===== src/rtl/fpu_pkg.sv =====
// Shared widths for the floating-point unpacker: fraction sizes, significand
// width and leading-zero count width.
package fpu_pkg;

    localparam int FRAC_D  = 52;
    localparam int FRAC_S  = 23;
    localparam int SIG_W   = 53;
    localparam int LZ_W    = 6;
    localparam int SGL_PAD = FRAC_D - FRAC_S;

endpackage


===== src/rtl/lzc53.sv =====
// Leading-zero counter for a 53-bit significand, saturating at 53 for zero.
// Purely combinational; shared with the rounder's normalize shifter.
module lzc53
    import fpu_pkg::*;
(
    input  logic [SIG_W-1:0] sig_i,
    output logic [LZ_W-1:0]  lz_o
);

    logic [63:0]     x;
    logic            vld [0:6][0:63];
    logic [LZ_W-1:0] cnt [0:6][0:63];

    // Trailing ones pad the word to 64 bits, so an all-zero significand
    // naturally counts to 53 without a separate saturation path.
    always_comb begin
        x = {sig_i, {(64 - SIG_W){1'b1}}};
        for (int l = 0; l <= 6; l++) begin
            for (int n = 0; n < 64; n++) begin
                vld[l][n] = 1'b0;
                cnt[l][n] = '0;
            end
        end
        for (int n = 0; n < 64; n++) begin
            vld[0][n] = x[n];
        end
        for (int l = 1; l <= 6; l++) begin
            for (int n = 0; n < (64 >> l); n++) begin
                vld[l][n] = vld[l-1][2*n+1] | vld[l-1][2*n];
                cnt[l][n] = vld[l-1][2*n+1] ? cnt[l-1][2*n+1]
                                            : (cnt[l-1][2*n] | LZ_W'(1 << (l - 1)));
            end
        end
    end

    assign lz_o = cnt[6][0];

endmodule


===== src/rtl/significand.sv =====
// Significand unpack: fraction select, hidden bit, lzc, optional normalize.
// One register stage, one operand per cycle, no stall.
module significand
    import fpu_pkg::*;
#(
    parameter int N = 64
) (
    input  logic              clk,
    input  logic              rst,
    input  logic              db,
    input  logic [N-1:0]      fp,
    input  logic              e_z,
    input  logic              normal,
    output logic [LZ_W-1:0]   lz,
    output logic [SIG_W-1:0]  f,
    output logic              fz,
    output logic [FRAC_D-1:0] h
);

    logic [FRAC_D-1:0] h_d, h_q;
    logic [SIG_W-1:0]  f_d, f_q;
    logic [LZ_W-1:0]   lz_d, lz_q;
    logic              fz_d, fz_q;
    logic [SIG_W-1:0]  s;
    logic [LZ_W-1:0]   amt;
    logic              unused_hi;

    assign unused_hi = ^fp[N-1:FRAC_D];

    always_comb begin
        h_d  = db ? fp[FRAC_D-1:0] : {fp[FRAC_S-1:0], {SGL_PAD{1'b0}}};
        fz_d = (h_d == '0);
        s    = {~e_z, h_d};
    end

    lzc53 u_lzc (
        .sig_i (s),
        .lz_o  (lz_d)
    );

    // Log shifter; a zero significand shifts to zero, so no special case.
    always_comb begin
        amt = normal ? lz_d : '0;
        f_d = s;
        for (int i = 0; i < LZ_W; i++) begin
            if (amt[i]) begin
                f_d = f_d << (1 << i);
            end
        end
    end

    always_ff @(posedge clk or posedge rst) begin
        if (rst) begin
            lz_q <= '0;
            f_q  <= '0;
            fz_q <= 1'b0;
            h_q  <= '0;
        end else begin
            lz_q <= lz_d;
            f_q  <= f_d;
            fz_q <= fz_d;
            h_q  <= h_d;
        end
    end

    assign lz = lz_q;
    assign f  = f_q;
    assign fz = fz_q;
    assign h  = h_q;

endmodule


===== config.mk =====
export PLATFORM = sky130hd
export DESIGN_NAME = significand
export DESIGN_NICKNAME = d
export VERILOG_FILES = /design/src/rtl/fpu_pkg.sv /design/src/rtl/lzc53.sv /design/src/rtl/significand.sv
export SDC_FILE = /design/constraint.sdc
export NUM_CORES = 1
export LEC_CHECK = 0
export ABC_CLOCK_PERIOD_IN_PS = 6750
export BUFFER_PORTS_ARGS = -buffer_cell sky130_fd_sc_hd__buf_4
export CORE_ASPECT_RATIO = 0.5
export CORE_MARGIN = 3
export CORE_UTILIZATION = 55
export DETAILED_ROUTE_END_ITERATION = 12
export PLACE_DENSITY = 0.83
export SLEW_MARGIN = 10
export SYNTH_ARGS = -nofsm -noshare
export SYNTH_HDL_FRONTEND = slang
export SYNTH_SLANG_ARGS = --single-unit

===== constraint.sdc =====
create_clock -name clk -period 6.75 [get_ports clk]
set_input_delay 1.35 -clock clk [delete_from_list [all_inputs] [get_ports clk]]
set_output_delay 1.35 -clock clk [all_outputs]
set_load 0.005 [all_outputs]

* Yosys cells after proc, flatten, opt, wreduce, memory -nomap -nowiden
Index checks and enable logic that the tools add are counted.
Word-level totals: register bits 112, output and inout port bits 112, logic and storage cells 116, input port bits 69
Operators by class: multiplexer cells 61, bitwise logic cells 50, reduce and logical (&&, ||, !) cells 1
Operators with widths (count):
- 2-to-1 mux 53 bit | 6
- 2-to-1 mux 6 bit | 17
- logical NOT 52 bit | 1
- 2-to-1 mux 52 bit | 1
- OR 1 bit | 49
- 2-to-1 mux 1 bit | 27
- 2-to-1 mux 5 bit | 4
- 2-to-1 mux 2 bit | 5
- 2-to-1 mux 4 bit | 1
- inverter 1 bit | 1

* Longest topological paths before layout
Gate-level depths: netlist (run 1).
depth in word-level cells 14, gate-level depth with buffers 16

* Cells and area by module
From an unflattened synthesis (run 1), not the netlist that was laid out.
Unflattened totals: cells, all modules 963, area, all modules 8339.2 µm²
Modules (own cells, without submodules):
- significand | cells an instance 866, sequential area each 2802.7 µm², times used 1, area each 7766.2 µm²
- lzc53 | cells an instance 97, sequential area each 0.0 µm², times used 1, area each 573.0 µm²

* Least setup slack after synthesis (run 1)
Ideal clock, no wire load.
path type input-to-reg, from input db, to register f_q[51], in the netlist f[51], path slack 2.374 ns, setup time 0.124 ns, stages on the path 11, arrival 4.252 ns, cell sequence buf_4 -> or3_1 -> o2bb2ai_2 -> or4_4 -> a2111oi_4 -> inv_2 -> a21oi_4 -> mux2i_1 -> nor2_1 -> a311o_1 -> a211o_1
Between the ends: longest elaborated chain between the ends 14, elaborated cells between the ends (all ways) 109, classes of those cells mux: 60; bitwise: 49
RTL lines:
- from (decl) | RTL line significand.sv:10 | input logic db,
- 2-to-1 mux 52 bit * | RTL line significand.sv:31 | h_d = db ? fp[FRAC_D-1:0] : {fp[FRAC_S-1:0], {SGL_PAD{1'b0}}};
- 2-to-1 mux 1 bit or OR 1 bit (tied branches) | RTL line lzc53.sv:30, lzc53.sv:29
- 2-to-1 mux 2 bit, or another cell as far along | RTL line lzc53.sv:30 | cnt[l][n] = vld[l-1][2*n+1] ? cnt[l-1][2*n+1]
- 2-to-1 mux 5 bit, or another cell as far along (3 in a row) | RTL line lzc53.sv:30
- 2-to-1 mux 6 bit | RTL line lzc53.sv:30
- 2-to-1 mux 6 bit | RTL line significand.sv:43 | amt = normal ? lz_d : '0;
- 2-to-1 mux 53 bit (5 in a row) | RTL line significand.sv:46 | if (amt[i]) begin
- 2-to-1 mux 53 bit * | RTL line significand.sv:46
- named net f_d[51] | RTL line significand.sv:21 | logic [SIG_W-1:0] f_d, f_q;
- to (signal assigned) | RTL line significand.sv:55 | f_q <= '0;
- to (signal assigned) | RTL line significand.sv:60 | f_q <= f_d;
- to (decl) | RTL line significand.sv:21
Mark *: on every way through the listed nets, which the timed path passes. The rest lies on a longest branch.

* Worst setup path in the final report (run 1)
from input db, to register f_q[52], in the netlist f[52]
Same word-level chain as after synthesis.

==> results of run 1 <==
==> layer usage <==
metal | wire length [um] | share of wire [%] | track usage, %
met5 | 0 | 0 | 0
met3 | 4529 | 16 | 11.87
met2 | 11750 | 41 | 54.06
met4 | 564 | 2.0 | 8.597
met1 | 12030 | 42 | 52.88
==> area by class of cell <==
cell class                 count  area, sq um  share of cell area [%]
sequential                   112         2803                   29.95
tap                          186        232.7                   2.487
clock inverter                 6        51.30                  0.5482
multi-input combinational    653         4521                   48.31
clock buffer                  10        229.0                   2.447
inverter                      22        85.08                  0.9092
timing repair buffer         188         1436                   15.35
==> cell usage in the layout, fill, tap and decap left out, types with 5 or more instances in the layout <==
cell       instances
o21ai_0           29
nor2b_1            8
and2_1            29
inv_1             20
o31ai_1            6
nor3_1            29
o21a_1             7
mux2i_1          116
o22ai_1           13
buf_4            186
mux2_2            39
clkbuf_16          9
nor2_1            85
o221ai_1           7
a221o_1            5
a31oi_1            7
o211ai_1          13
nor3b_1            9
a21oi_1           40
nand2_1           83
nand2b_1           8
nand3_1           14
a211o_1            7
a211oi_1          13
dfrtp_1          112
==> registers in the layout (all words and copies together), names as in the netlist <==
name	count
f	53
h	52
lz	6
fz	1
==> where the power goes <==
part	internal (uW)	switching (uW)	leakage (uW)
sequential	728	17.3	0.00139
clock	258	267	0.000140
combinational	212	297	0.00269
==> synthesized netlist by cell type (4+ instances only) <==
master / instances
nand2b_1: 8
mux2i_1: 116
and3_1: 4
o21a_1: 8
nand2_1: 83
nor3b_1: 9
o31ai_1: 6
nand3_1: 14
clkbuf_1: 27
a31oi_1: 7
a211oi_1: 13
nor2b_1: 8
a221o_1: 5
nor2_1: 86
a211o_1: 7
a21oi_1: 40
o22a_1: 4
inv_1: 21
o2111ai_1: 4
o41ai_1: 4
nor3_1: 29
and2_1: 29
o22ai_1: 13
o21ai_0: 29
nor4_1: 4
buf_2: 20
o221ai_1: 7
o21ai_1: 4
mux2_2: 39
dfrtp_1: 112
buf_4: 7
o211ai_1: 13
==> logic make-up after synthesis <==
family / synth area share [%]
and+or+nand+nor: 18.27
AOI/OAI and AO/OA: 19.18
muxes: 21.33
DFF: 36.54
buffers and inverters: 4.681
==> final timing paths <==
kind,from,endpoint,slack [ps],depth (start not counted)
worst max-delay path,db,f[52],900,12
max in group asynchronous,rst,lz[5],4450,3
min in group clk,fp[31],h[31],1350,2
worst min-delay path,rst,f[41],1040,2
==> metrics by stage <==
stage | setup slack (ps) | cell area, sq um
floorplan | 2374 | 7671
global placement | 883.6 | 9077
detailed placement | 828.7 | 9077
CTS | 1168 | 9358
global route | 757.6 | 9358
finish | 902.1 | 9358
==> run_summary.xml, run 1 <==
<?xml version="1.0" encoding="UTF-8"?>
<metrics>
  <group name="critical_path">
    <metric name="critical_path_cell_list" unit="">buf_4 &gt; mux2i_2 &gt; o211ai_1 &gt; nor4_1 &gt; and4b_1 &gt; a211o_1 &gt; buf_4 &gt; mux2i_1 &gt; mux2i_1 &gt; mux2i_1 &gt; nand2_1 &gt; a21oi_1</metric>
    <metric name="timing.critical_path.to_type" unit="">flip-flop</metric>
    <metric name="crit_path_max_fanout" unit="">101</metric>
    <metric name="worstPathArrival" unit="ps">6120</metric>
    <metric name="critPathTopFamily" unit="">multiplexers</metric>
    <metric name="timing.critical_path.from_type" unit="">input port</metric>
    <metric name="setup.worst_path.class" unit="">in -&gt; reg</metric>
    <metric name="slowest_stage" unit="">nor4_1</metric>
    <metric name="cp_num_buf_inv" unit="">2</metric>
    <metric name="worst_path_largest_cell_delay" unit="ps">780</metric>
    <metric name="critical-path-top-cell-by-count" unit="">mux2i_1</metric>
    <metric name="worst-endpoint-required" unit="ps">7020</metric>
  </group>
  <group name="synth">
    <metric name="syn_area" unit="sq um">7671</metric>
    <metric name="mean_instance_size_in_the_synthesized_netlist" unit="sq um">9.078</metric>
    <metric name="ys_warn_count" unit="">0</metric>
    <metric name="synthDistinctLibCells" unit="">70</metric>
    <metric name="post-synth-top-area-cell" unit="">dfrtp_1</metric>
    <metric name="yosys_register_bits" unit="">112</metric>
    <metric name="synth_top_area_cells" unit="">dfrtp_1 (37%), mux2i_1 (15%), mux2_2 (5.7%), nor2_1 (4.2%), nand2_1 (4.1%)</metric>
    <metric name="synthesis.instances" unit="">845</metric>
    <metric name="count_of_flip_flops_with_a_built_in_enable_after_synthesis" unit="">0</metric>
    <metric name="synth-seq-area-share" unit="%">36.54</metric>
    <metric name="dominantRegCellSynth" unit="">dfrtp_1</metric>
    <metric name="async_set_or_reset_flop_fraction_in_the_synthesized_netlist" unit="%">100.0</metric>
    <metric name="synthDominantCellAreaShare" unit="%">36.54</metric>
    <metric name="synthesis.nets" unit="">914</metric>
  </group>
  <group name="placement">
    <metric name="place_hpwl" unit="um">22400</metric>
    <metric name="io_buffers" unit="">168</metric>
    <metric name="dpl.cell_count" unit="">1161</metric>
    <metric name="place.gp.congestion" unit="">1.022</metric>
  </group>
  <group name="timing">
    <metric name="report.final.slew_viol_count" unit="">0</metric>
    <metric name="timing.final.setup_violations" unit="">0</metric>
    <metric name="period_share" unit="%">86.64</metric>
    <metric name="totalNegativeSetupSlack" unit="ps">0</metric>
    <metric name="finalHoldViolations" unit="">0</metric>
    <metric name="worst-slew-pin-transition" unit="ps">1077</metric>
    <metric name="min_period" unit="ps">5848</metric>
    <metric name="timing.max_slew.rel_slack" unit="%">27.99</metric>
    <metric name="rsz_0062_raised_after_global_routing" unit="">no</metric>
    <metric name="max_freq" unit="MHz">171.0</metric>
    <metric name="fin_hold_ws" unit="ps">1044</metric>
  </group>
  <group name="clock_tree">
    <metric name="ctsResizeCount" unit="">0</metric>
    <metric name="clock_path_buffers" unit="">2</metric>
    <metric name="postCtsSetupRepairBufs" unit="">0</metric>
    <metric name="cts_tree" unit="">built</metric>
    <metric name="cts-root-buf" unit="">clkbuf_16</metric>
    <metric name="cts_inserted_buffers" unit="">9</metric>
    <metric name="clk_pin_slew" unit="ps">80</metric>
    <metric name="htree_levels" unit="">3</metric>
    <metric name="cts_hold_buf" unit="">0</metric>
    <metric name="cts.sink_count" unit="">112</metric>
  </group>
  <group name="die">
    <metric name="num_io_pins" unit="">181</metric>
    <metric name="floorplan.die.width" unit="um">173.0</metric>
    <metric name="floorplan.initialDensity" unit="%">58.40</metric>
    <metric name="placeableCoreArea" unit="sq um">13140</metric>
    <metric name="die-height" unit="um">89.51</metric>
    <metric name="design.die.area" unit="sq um">15490</metric>
    <metric name="placement_rows" unit="">29</metric>
  </group>
  <group name="finish">
    <metric name="filler_cell_count" unit="">1054</metric>
    <metric name="final_core_util" unit="%">71.24</metric>
    <metric name="number_of_nets_in_the_layout" unit="">1055</metric>
    <metric name="final_cells" unit="">1177</metric>
    <metric name="flow.area_growth_from_synthesis" unit="%">21.99</metric>
    <metric name="antenna_cells" unit="">0</metric>
    <metric name="drive_gt1_share" unit="%">26.24</metric>
  </group>
  <group name="grt">
    <metric name="grt_overflow_total" unit="">0</metric>
    <metric name="first_global_vias" unit="">7224</metric>
    <metric name="initial_antenna_violation_count" unit="">1</metric>
    <metric name="grt_start_max_net_pins" unit="">102</metric>
    <metric name="first_pass_grt_wire_length" unit="um">43040</metric>
    <metric name="global_route.usage.total" unit="%">36.73</metric>
  </group>
  <group name="power_and_ir_drop">
    <metric name="powerDensity" unit="nW/um^2">190.1</metric>
    <metric name="power.static_leakage" unit="uW">0.004216</metric>
    <metric name="vdd.ir_drop.worst" unit="mV">0.1113</metric>
    <metric name="total_power" unit="uW">1779</metric>
  </group>
  <group name="detailed_routing">
    <metric name="drcViolationCount" unit="">0</metric>
    <metric name="via_per_inst" unit="">6.636</metric>
    <metric name="detail_route.first_pass.iterations" unit="">5</metric>
    <metric name="drt-total-wl" unit="um">28880</metric>
    <metric name="initialDrtViolationCount" unit="">1160</metric>
    <metric name="wire_per_inst" unit="um">24.53</metric>
    <metric name="remaining_antenna_violation_count_after_routing" unit="">0</metric>
    <metric name="routed-via-count" unit="">7811</metric>
  </group>
  <group name="flow_run">
    <metric name="drv.max_cap_violation_count" unit="">0</metric>
  </group>
  <group name="worst_hold_path">
    <metric name="hold_class" unit="">in -&gt; async</metric>
  </group>
  <group name="status">
    <metric name="result_of_the_run" unit="">complete, no violations</metric>
  </group>
</metrics>
Power figures use the tool's default switching activity.
==> run 2: changes to the inputs <==
- CTS_BUF_LIST: unset -> sky130_fd_sc_hd__clkbuf_8 sky130_fd_sc_hd__clkbuf_16
==> run 2 against run 1 <==
  * Non-clock buffer count unchanged
  * Critical path depth is the same
  * Core utilization unchanged
  * Hold slack lost 0.56 ps
  * Maximum frequency increased by 0.50%
  * Final area is the same
  * Sequential power hardly changed
  * Combinational power barely moved
  * Via count down 0.13%
  * Clock power barely moved
  * First-iteration DRC count is essentially flat
  * Clock-buffer cell count fell by 1
  * Critical endpoint unchanged
  * Largest cell class unchanged
==> run_summary.xml, run 2 (synthesis gave the netlist of run 1 again) <==
<?xml version="1.0" encoding="UTF-8"?>
<metrics>
  <group name="clock_tree">
    <metric name="cts-root-buf" unit="">clkbuf_16</metric>
    <metric name="ctsResizeCount" unit="">0</metric>
    <metric name="cts.sink_count" unit="">112</metric>
    <metric name="cts_inserted_buffers" unit="">9</metric>
    <metric name="htree_levels" unit="">3</metric>
    <metric name="clk_pin_slew" unit="ps">80</metric>
    <metric name="clock_path_buffers" unit="">2</metric>
    <metric name="postCtsSetupRepairBufs" unit="">0</metric>
    <metric name="cts_tree" unit="">built</metric>
    <metric name="cts_hold_buf" unit="">0</metric>
  </group>
  <group name="power_and_ir_drop">
    <metric name="power.static_leakage" unit="uW">0.004220</metric>
    <metric name="vdd.ir_drop.worst" unit="mV">0.1113</metric>
    <metric name="powerDensity" unit="nW/um^2">190.1</metric>
  </group>
  <group name="detailed_routing">
    <metric name="remaining_antenna_violation_count_after_routing" unit="">0</metric>
    <metric name="wire_per_inst" unit="um">24.55</metric>
    <metric name="initialDrtViolationCount" unit="">1159</metric>
    <metric name="drcViolationCount" unit="">0</metric>
    <metric name="routed-via-count" unit="">7801</metric>
    <metric name="detail_route.first_pass.iterations" unit="">6</metric>
    <metric name="drt-total-wl" unit="um">28900</metric>
    <metric name="via_per_inst" unit="">6.628</metric>
  </group>
  <group name="critical_path">
    <metric name="timing.critical_path.to_type" unit="">flip-flop</metric>
    <metric name="timing.critical_path.from_type" unit="">input port</metric>
    <metric name="critical-path-top-cell-by-count" unit="">mux2i_1</metric>
    <metric name="crit_path_max_fanout" unit="">101</metric>
    <metric name="worstPathArrival" unit="ps">6090</metric>
    <metric name="slowest_stage" unit="">nor4_1</metric>
    <metric name="worst-endpoint-required" unit="ps">7030</metric>
    <metric name="critical_path_cell_list" unit="">buf_4 &gt; mux2i_2 &gt; o211ai_1 &gt; nor4_1 &gt; and4b_1 &gt; a211o_1 &gt; buf_4 &gt; mux2i_1 &gt; mux2i_1 &gt; mux2i_1 &gt; nand2_1 &gt; a21oi_1</metric>
    <metric name="setup.worst_path.class" unit="">in -&gt; reg</metric>
    <metric name="worst_path_largest_cell_delay" unit="ps">780</metric>
  </group>
  <group name="die">
    <metric name="num_io_pins" unit="">181</metric>
    <metric name="die-height" unit="um">89.51</metric>
    <metric name="placement_rows" unit="">29</metric>
    <metric name="floorplan.initialDensity" unit="%">58.40</metric>
    <metric name="placeableCoreArea" unit="sq um">13140</metric>
    <metric name="design.die.area" unit="sq um">15490</metric>
    <metric name="floorplan.die.width" unit="um">173.0</metric>
  </group>
  <group name="placement">
    <metric name="dpl.cell_count" unit="">1161</metric>
    <metric name="place.gp.congestion" unit="">1.022</metric>
    <metric name="io_buffers" unit="">168</metric>
    <metric name="place_hpwl" unit="um">22400</metric>
    <metric name="dpl-instance-area" unit="sq um">9077</metric>
  </group>
  <group name="grt">
    <metric name="first_pass_grt_wire_length" unit="um">43040</metric>
    <metric name="grt_overflow_total" unit="">0</metric>
    <metric name="first_global_vias" unit="">7224</metric>
    <metric name="met3_usage" unit="%">11.87</metric>
    <metric name="grt_most_used_layer" unit="">met2</metric>
    <metric name="grt_start_max_net_pins" unit="">102</metric>
    <metric name="grt.met2_usage" unit="%">54.06</metric>
    <metric name="initial_antenna_violation_count" unit="">1</metric>
    <metric name="global_route.usage.total" unit="%">36.73</metric>
    <metric name="global_route.usage.met1" unit="%">52.88</metric>
  </group>
  <group name="finish">
    <metric name="flow.area_growth_from_synthesis" unit="%">21.99</metric>
    <metric name="fin_area" unit="sq um">9358</metric>
    <metric name="final_cell_mix" unit="">buf_4 (186), mux2i_1 (116), dfrtp_1 (112)</metric>
    <metric name="antenna_cells" unit="">0</metric>
    <metric name="mostFrequentLayoutCell" unit="">buf_4</metric>
    <metric name="number_of_flip_flops_under_the_largest_register_name" unit="">53</metric>
    <metric name="final_cells" unit="">1177</metric>
    <metric name="drive_gt1_share" unit="%">26.24</metric>
    <metric name="final_core_util" unit="%">71.24</metric>
    <metric name="number_of_nets_in_the_layout" unit="">1055</metric>
  </group>
  <group name="timing">
    <metric name="period_share" unit="%">86.21</metric>
    <metric name="worst-slew-pin-transition" unit="ps">1079</metric>
    <metric name="timing.final.setup_violations" unit="">0</metric>
    <metric name="min_period" unit="ps">5819</metric>
    <metric name="rsz_0062_raised_after_global_routing" unit="">no</metric>
    <metric name="max_freq" unit="MHz">171.8</metric>
    <metric name="totalNegativeSetupSlack" unit="ps">0</metric>
    <metric name="timing.max_slew.rel_slack" unit="%">27.86</metric>
    <metric name="report.final.slew_viol_count" unit="">0</metric>
    <metric name="finalHoldViolations" unit="">0</metric>
  </group>
  <group name="status">
    <metric name="result_of_the_run" unit="">complete, no violations</metric>
  </group>
  <group name="worst_hold_path">
    <metric name="hold_class" unit="">in -&gt; async</metric>
  </group>
  <group name="flow_run">
    <metric name="drv.max_cap_violation_count" unit="">0</metric>
  </group>
</metrics>
-- run 2: critical path: cells and delay by family --
kind / cells / cell delay (ps)
muxes: 4 / 1710
buffers and inverters: 2 / 1030
AOI/OAI and AO/OA: 3 / 700
and+or+nand+nor: 3 / 1280
-- run 2: final cells by class --
type	count	area, sq um
timing repair buffer	188	1436
clock buffer	9	225.2
sequential	112	2803
inverter	22	85.08
clock inverter	7	55.05
fill	1054	3777
multi-input combinational	653	4521
tap	186	232.7
-- run 2: stage by stage --
| stage | worst slack [ps] | power (uW) | hold WS [ps] |
|---|---|---|---|
| finish | 930.9 | 1779 | 1043 |
| global route | 757.6 | 1847 | 1110 |
| detailed placement | 828.7 | 1250 | 1462 |
| floorplan | 2374 | 1013 | 1518 |
| global placement | 883.6 | 1239 | 1430 |
| CTS | 1168 | 1769 | 1080 |
-- run 2: final timing paths --
path | from | endpoint | cells past startpoint
setup / recovery | db | f[52] | 12
hold / removal | rst | f[41] | 2
max in group asynchronous | rst | lz[5] | 3
min in group clk | fp[31] | h[31] | 2
-- run 2: power by group --
part	leakage, uW	switching [uW]	internal (uW)
registers	0.00139	17.3	728
clock network	0.000144	268	257
logic	0.00269	298	212
-- run 2: per-layer routing --
| metal | up-vias | wire [um] |
|---|---|---|
| li1 | 3391 | - |
| met1 | 3713 | 12010 |
| met2 | 639 | 11700 |
| met3 | 58 | 4607 |
| met4 | 0 | 582 |
| met5 | - | 0 |
